===== src/rtl/instr_fetch_unit.sv =====
// Program sequencer: owns the PC, drives the instruction RAM read port, and
// hands each captured instruction to decode over a valid/ready handshake.
// Supports branch redirect, a reserved halt encoding and a program-length halt.
module instr_fetch_unit #(
    parameter int unsigned ADDR_WIDTH = 16,
    parameter int unsigned DATA_WIDTH = 32,
    parameter int unsigned PROG_LEN   = 16
) (
    input  logic                  Clk,
    input  logic                  Reset,
    input  logic                  start,
    input  logic [DATA_WIDTH-1:0] Out_i,
    output logic                  Enable_i,
    output logic                  RW_ram_i,
    output logic [ADDR_WIDTH-1:0] Address_in_i,
    output logic [DATA_WIDTH-1:0] instr_out,
    output logic [ADDR_WIDTH-1:0] instr_pc,
    output logic                  instr_valid,
    input  logic                  instr_ready,
    input  logic                  redirect_valid,
    input  logic [ADDR_WIDTH-1:0] redirect_addr,
    output logic                  halted,
    output logic [15:0]           fetch_count
);

    typedef enum logic [2:0] {StIdle, StReq, StWait, StValid, StHalt} state_e;

    // One extra bit so PROG_LEN == 2^ADDR_WIDTH is never matched by a wrapped PC.
    localparam logic [ADDR_WIDTH:0] ProgLenExt = (ADDR_WIDTH + 1)'(PROG_LEN);

    state_e                state_q, state_d;
    logic [ADDR_WIDTH-1:0] pc_q, pc_d;
    logic [ADDR_WIDTH-1:0] pc_inc;
    logic [DATA_WIDTH-1:0] instr_out_d;
    logic [ADDR_WIDTH-1:0] instr_pc_d;
    logic [ADDR_WIDTH-1:0] addr_d;
    logic                  valid_d;
    logic                  enable_d;
    logic                  halted_d;
    logic [15:0]           count_d;
    logic                  redir_oob;
    logic                  halt_word;

    assign pc_inc    = pc_q + ADDR_WIDTH'(1);
    assign redir_oob = ({1'b0, redirect_addr} >= ProgLenExt);
    assign halt_word = (Out_i[DATA_WIDTH-1 -: 8] == 8'hFF);

    // Next-state, PC and registered-output computation.
    always_comb begin
        state_d     = state_q;
        pc_d        = pc_q;
        instr_out_d = instr_out;
        instr_pc_d  = instr_pc;
        valid_d     = instr_valid;
        count_d     = fetch_count;

        unique case (state_q)
            StIdle: begin
                if (start) state_d = StReq;
            end
            StReq, StWait: begin
                if (redirect_valid) begin
                    // Abort the in-flight fetch; nothing is issued for it.
                    pc_d    = redirect_addr;
                    state_d = redir_oob ? StHalt : StReq;
                end else if (state_q == StReq) begin
                    state_d = StWait;
                end else if (halt_word) begin
                    state_d = StHalt;
                end else begin
                    instr_out_d = Out_i;
                    instr_pc_d  = pc_q;
                    valid_d     = 1'b1;
                    state_d     = StValid;
                end
            end
            StValid: begin
                if (instr_ready) begin
                    valid_d = 1'b0;
                    pc_d    = pc_inc;
                    if (fetch_count != 16'hFFFF) count_d = fetch_count + 16'd1;
                end
                if (redirect_valid) begin
                    // Without ready the pending instruction is dropped uncounted.
                    valid_d = 1'b0;
                    pc_d    = redirect_addr;
                    state_d = redir_oob ? StHalt : StReq;
                end else if (instr_ready) begin
                    state_d = ({1'b0, pc_inc} == ProgLenExt) ? StHalt : StReq;
                end
            end
            StHalt: begin
                valid_d = 1'b0;
            end
            default: state_d = StIdle;
        endcase

        enable_d = (state_d == StReq) || (state_d == StWait);
        halted_d = (state_d == StHalt);
        // Address follows the PC except while idle or halted, where it holds.
        addr_d   = ((state_d == StIdle) || (state_d == StHalt)) ? Address_in_i : pc_d;
    end

    // State and output registers with asynchronous reset.
    always_ff @(posedge Clk or posedge Reset) begin
        if (Reset) begin
            state_q      <= StIdle;
            pc_q         <= '0;
            Enable_i     <= 1'b0;
            RW_ram_i     <= 1'b1;
            Address_in_i <= '0;
            instr_out    <= '0;
            instr_pc     <= '0;
            instr_valid  <= 1'b0;
            halted       <= 1'b0;
            fetch_count  <= '0;
        end else begin
            state_q      <= state_d;
            pc_q         <= pc_d;
            Enable_i     <= enable_d;
            RW_ram_i     <= 1'b1;
            Address_in_i <= addr_d;
            instr_out    <= instr_out_d;
            instr_pc     <= instr_pc_d;
            instr_valid  <= valid_d;
            halted       <= halted_d;
            fetch_count  <= count_d;
        end
    end

endmodule


===== config.mk =====
export PLATFORM = sky130hd
export DESIGN_NAME = instr_fetch_unit
export DESIGN_NICKNAME = d
export VERILOG_FILES = /design/src/rtl/instr_fetch_unit.sv
export SDC_FILE = /design/constraint.sdc
export NUM_CORES = 1
export LEC_CHECK = 0
export ABC_AREA = 0
export BUFFER_PORTS_ARGS = -buffer_cell sky130_fd_sc_hd__clkbuf_2
export CAP_MARGIN = 20
export CORE_UTILIZATION = 52
export CTS_BUF_LIST = sky130_fd_sc_hd__clkbuf_16
export CTS_CLUSTER_DIAMETER = 60
export CTS_CLUSTER_SIZE = 12
export DETAILED_ROUTE_END_ITERATION = 8
export GPL_TIMING_DRIVEN = 1
export PLACE_DENSITY = 0.81
export SLEW_MARGIN = 0
export SYNTH_ARGS = -nofsm -noshare
export SYNTH_HDL_FRONTEND = slang
export SYNTH_SLANG_ARGS = --single-unit

===== constraint.sdc =====
create_clock -name Clk -period 3.9 [get_ports Clk]
set_clock_uncertainty 0.15 [all_clocks]
set_input_delay 0.39 -clock Clk [delete_from_list [all_inputs] [get_ports Clk]]
set_output_delay 0.39 -clock Clk [all_outputs]
set_load 0.005 [all_outputs]

==> run summary <==
Worst-path maximum fanout - 16
Slew Viols, Final - 0
DR pass1 iterations - 9
Vias in the first global route - 3679
Post-CTS Hold Buffers - 0
Hold Path Class - primary input to flop
F_max - 330 MHz
Final setup viols - 0
Buf/Inv on CP - 0
Die Ht - 98.3 um
Critical path's slowest cell - dfrtp_1
CTS tree - yes
GR Overflow Total - 0
Fin crit period - 3.03 ns
Vias - 3760
Fin area - 5850 um^2
Synth Cell Area - 4820 um^2
Chip width - 98.3 um
Aggregate global-route resource usage - 0.242
Critical Path AT - 3.10 ns
Full die area - 9660 um^2
Worst EP required - 3.97 ns
Post-Place Setup Slack - 0.893 ns
Peak VDD IR - 0.367 mV
Async SR Flop Fraction - 1.00
Power per cell area - 716 nW/um^2
Share of post-route cells with drive strength above 1 - 0.426
Finished Layout Cells - 650
Unrepaired setup endpoints after global routing - false
Slew HR - 0.501
Final WS setup - 0.869 ns
Critical path class - flop to flop
Setup tns final - 0 ns
Final WL - 11100 um
Startpoint types - flop
Antenna violations before repair - 0
Ys Warns - 0
Reg clk slew, reported paths - 0.07 ns
Syn_nets - 467
M3 GR Usage - 0.0530
CP endpoint kind - flop
Max Cap Violations - 0
Leakage - 2.90 nW
Clk sinks - 102
DRT antenna net count - 0
1st-iter DRT viols - 220
First-pass GRT wire length - 18200 um
Ant. Diodes - 0
Final HPWL DP - 7980 um
Fin crit share - 0.777
Syn_area_per_cell - 11.7 um^2
Slew @ Worst Pin - 0.746 ns
Final #Nets - 594
CTS Buf Count - 9
Root Driver - clkbuf_16
Post-synth EDFFs - 0
GR peak layer - met2
Synthesized netlist cell count - 411
Largest net degree at the start of global routing - 83
Yosys reg bits - 102
Wirelength per Cell - 17.0 um
Residual DRC - 0
Post-cts resize count - 0
Sequential share of the synthesized area - 0.529
Most frequent cells in the layout - 135 x clkbuf_2, 102 x dfrtp_1, 54 x mux2_2
Total Power - 4.19 mW
CP cell instances - ha_1 > nand3_2 > nor2_1 > a31oi_1 > a2111oi_4 > a21oi_4 > mux2_4
Core ar. - 8850 um^2
Num ports - 137
CP max stage delay - 0.54 ns
I/O Buffers - 135
Run status - completed
Routed vias/inst - 5.78
Starting Density - 0.545
Crit path max-delay family - compound AO/OA/AOI/OAI gates
Grt met1 use - 0.319
Final Hold Fails - 0
Commonest non-fill, non-tap cell in the layout - clkbuf_2
Utilization of the core after routing - 0.661
Final GP Congestion - 0.894
Clk_lat worst skew - 0.34 ns
Met2 Track Usage GR - 0.390
Distinct cells, synth - 55
Hold Slack - 0.126 ns
Main flop type after synthesis - dfrtp_1
Layout Area Growth over Synthesis - 21.3%
Placed cell area - 5540 um^2
Placed Cells - 633
Htree depth - 3
Clock Tree Buf Depth - 2
Number of setup buffers added after CTS - 0
Rows - 34
## area by class of cell
cell class | count | area [um^2]
inverters | 5 | 21.3
well taps | 108 | 135
flip-flops and latches | 102 | 2550
fillers | 713 | 3000
clock inverters | 6 | 45.0
clock buffers | 9 | 225
multi-input cells | 280 | 2130
repair buffers | 140 | 736
## cells by family after synthesis
group                      Yosys count  synth area share
and+or+nand+nor                    125             0.139
DFF                                102             0.529
muxes                               66             0.161
AOI/OAI and AO/OA                   65            0.0950
buffers and inverters               29            0.0298
xor gates and xnor gates            20            0.0363
adders and majority gates            3           0.00779
other                                1          0.000778
## per-layer routing
metal | vias up | share of wire
met1 | 1836 | 0.43
li1 | 1750 | -
met4 | 0 | 0.023
met5 | - | 0
met3 | 20 | 0.059
met2 | 154 | 0.49
## power breakdown
group	internal [mW]	switching (mW)	total (mW)
Combinational	0.828	0.672	1.50
Clock	0.434	0.388	0.821
Sequential	1.48	0.388	1.87
Total	2.74	1.45	4.19
## state kept, by name, indices dropped and copies added (netlist names)
name          flops
instr_out        32
fetch_count      16
halted            1
Enable_i          1
state_q           3
Address_in_i     16
instr_valid       1
instr_pc         16
pc_q             16
## path summary, 6_finish.rpt
check                                         endpoint  depth (start not counted)                     from  slack [ns]
min                           instr_out[3]$_DFFE_PP0P_                          2                 Out_i[3]        0.13
max reg2reg                Address_in_i[2]$_DFFE_PP0N_                          7        pc_q[0]$_DFF_PP0_        0.87
max                        Address_in_i[2]$_DFFE_PP0N_                          7        pc_q[0]$_DFF_PP0_        0.87
min reg2reg                    instr_pc[3]$_DFFE_PP0P_                          2  instr_pc[3]$_DFFE_PP0P_        0.34
min in group asynchronous     instr_out[6]$_DFFE_PP0P_                          3                    Reset        0.36
max in group asynchronous     instr_pc[11]$_DFFE_PP0P_                          5                    Reset        2.35
## synthesized netlist by cell type, types with 5 or more instances
cell | n | area share
nor3_1 | 7 | 0.0073
nor2_1 | 23 | 0.018
mux2_4 | 10 | 0.031
nand3_1 | 11 | 0.011
nor4_1 | 12 | 0.016
nand2_1 | 33 | 0.026
xor2_1 | 7 | 0.013
a221o_1 | 7 | 0.015
nand4_1 | 11 | 0.014
xnor2_1 | 13 | 0.024
clkbuf_1 | 14 | 0.011
mux2_2 | 54 | 0.13
o21ai_0 | 20 | 0.021
a21oi_1 | 14 | 0.015
inv_1 | 5 | 0.0039
dfrtp_1 | 102 | 0.53
No activity file was read; power rests on OpenSTA's default activity.
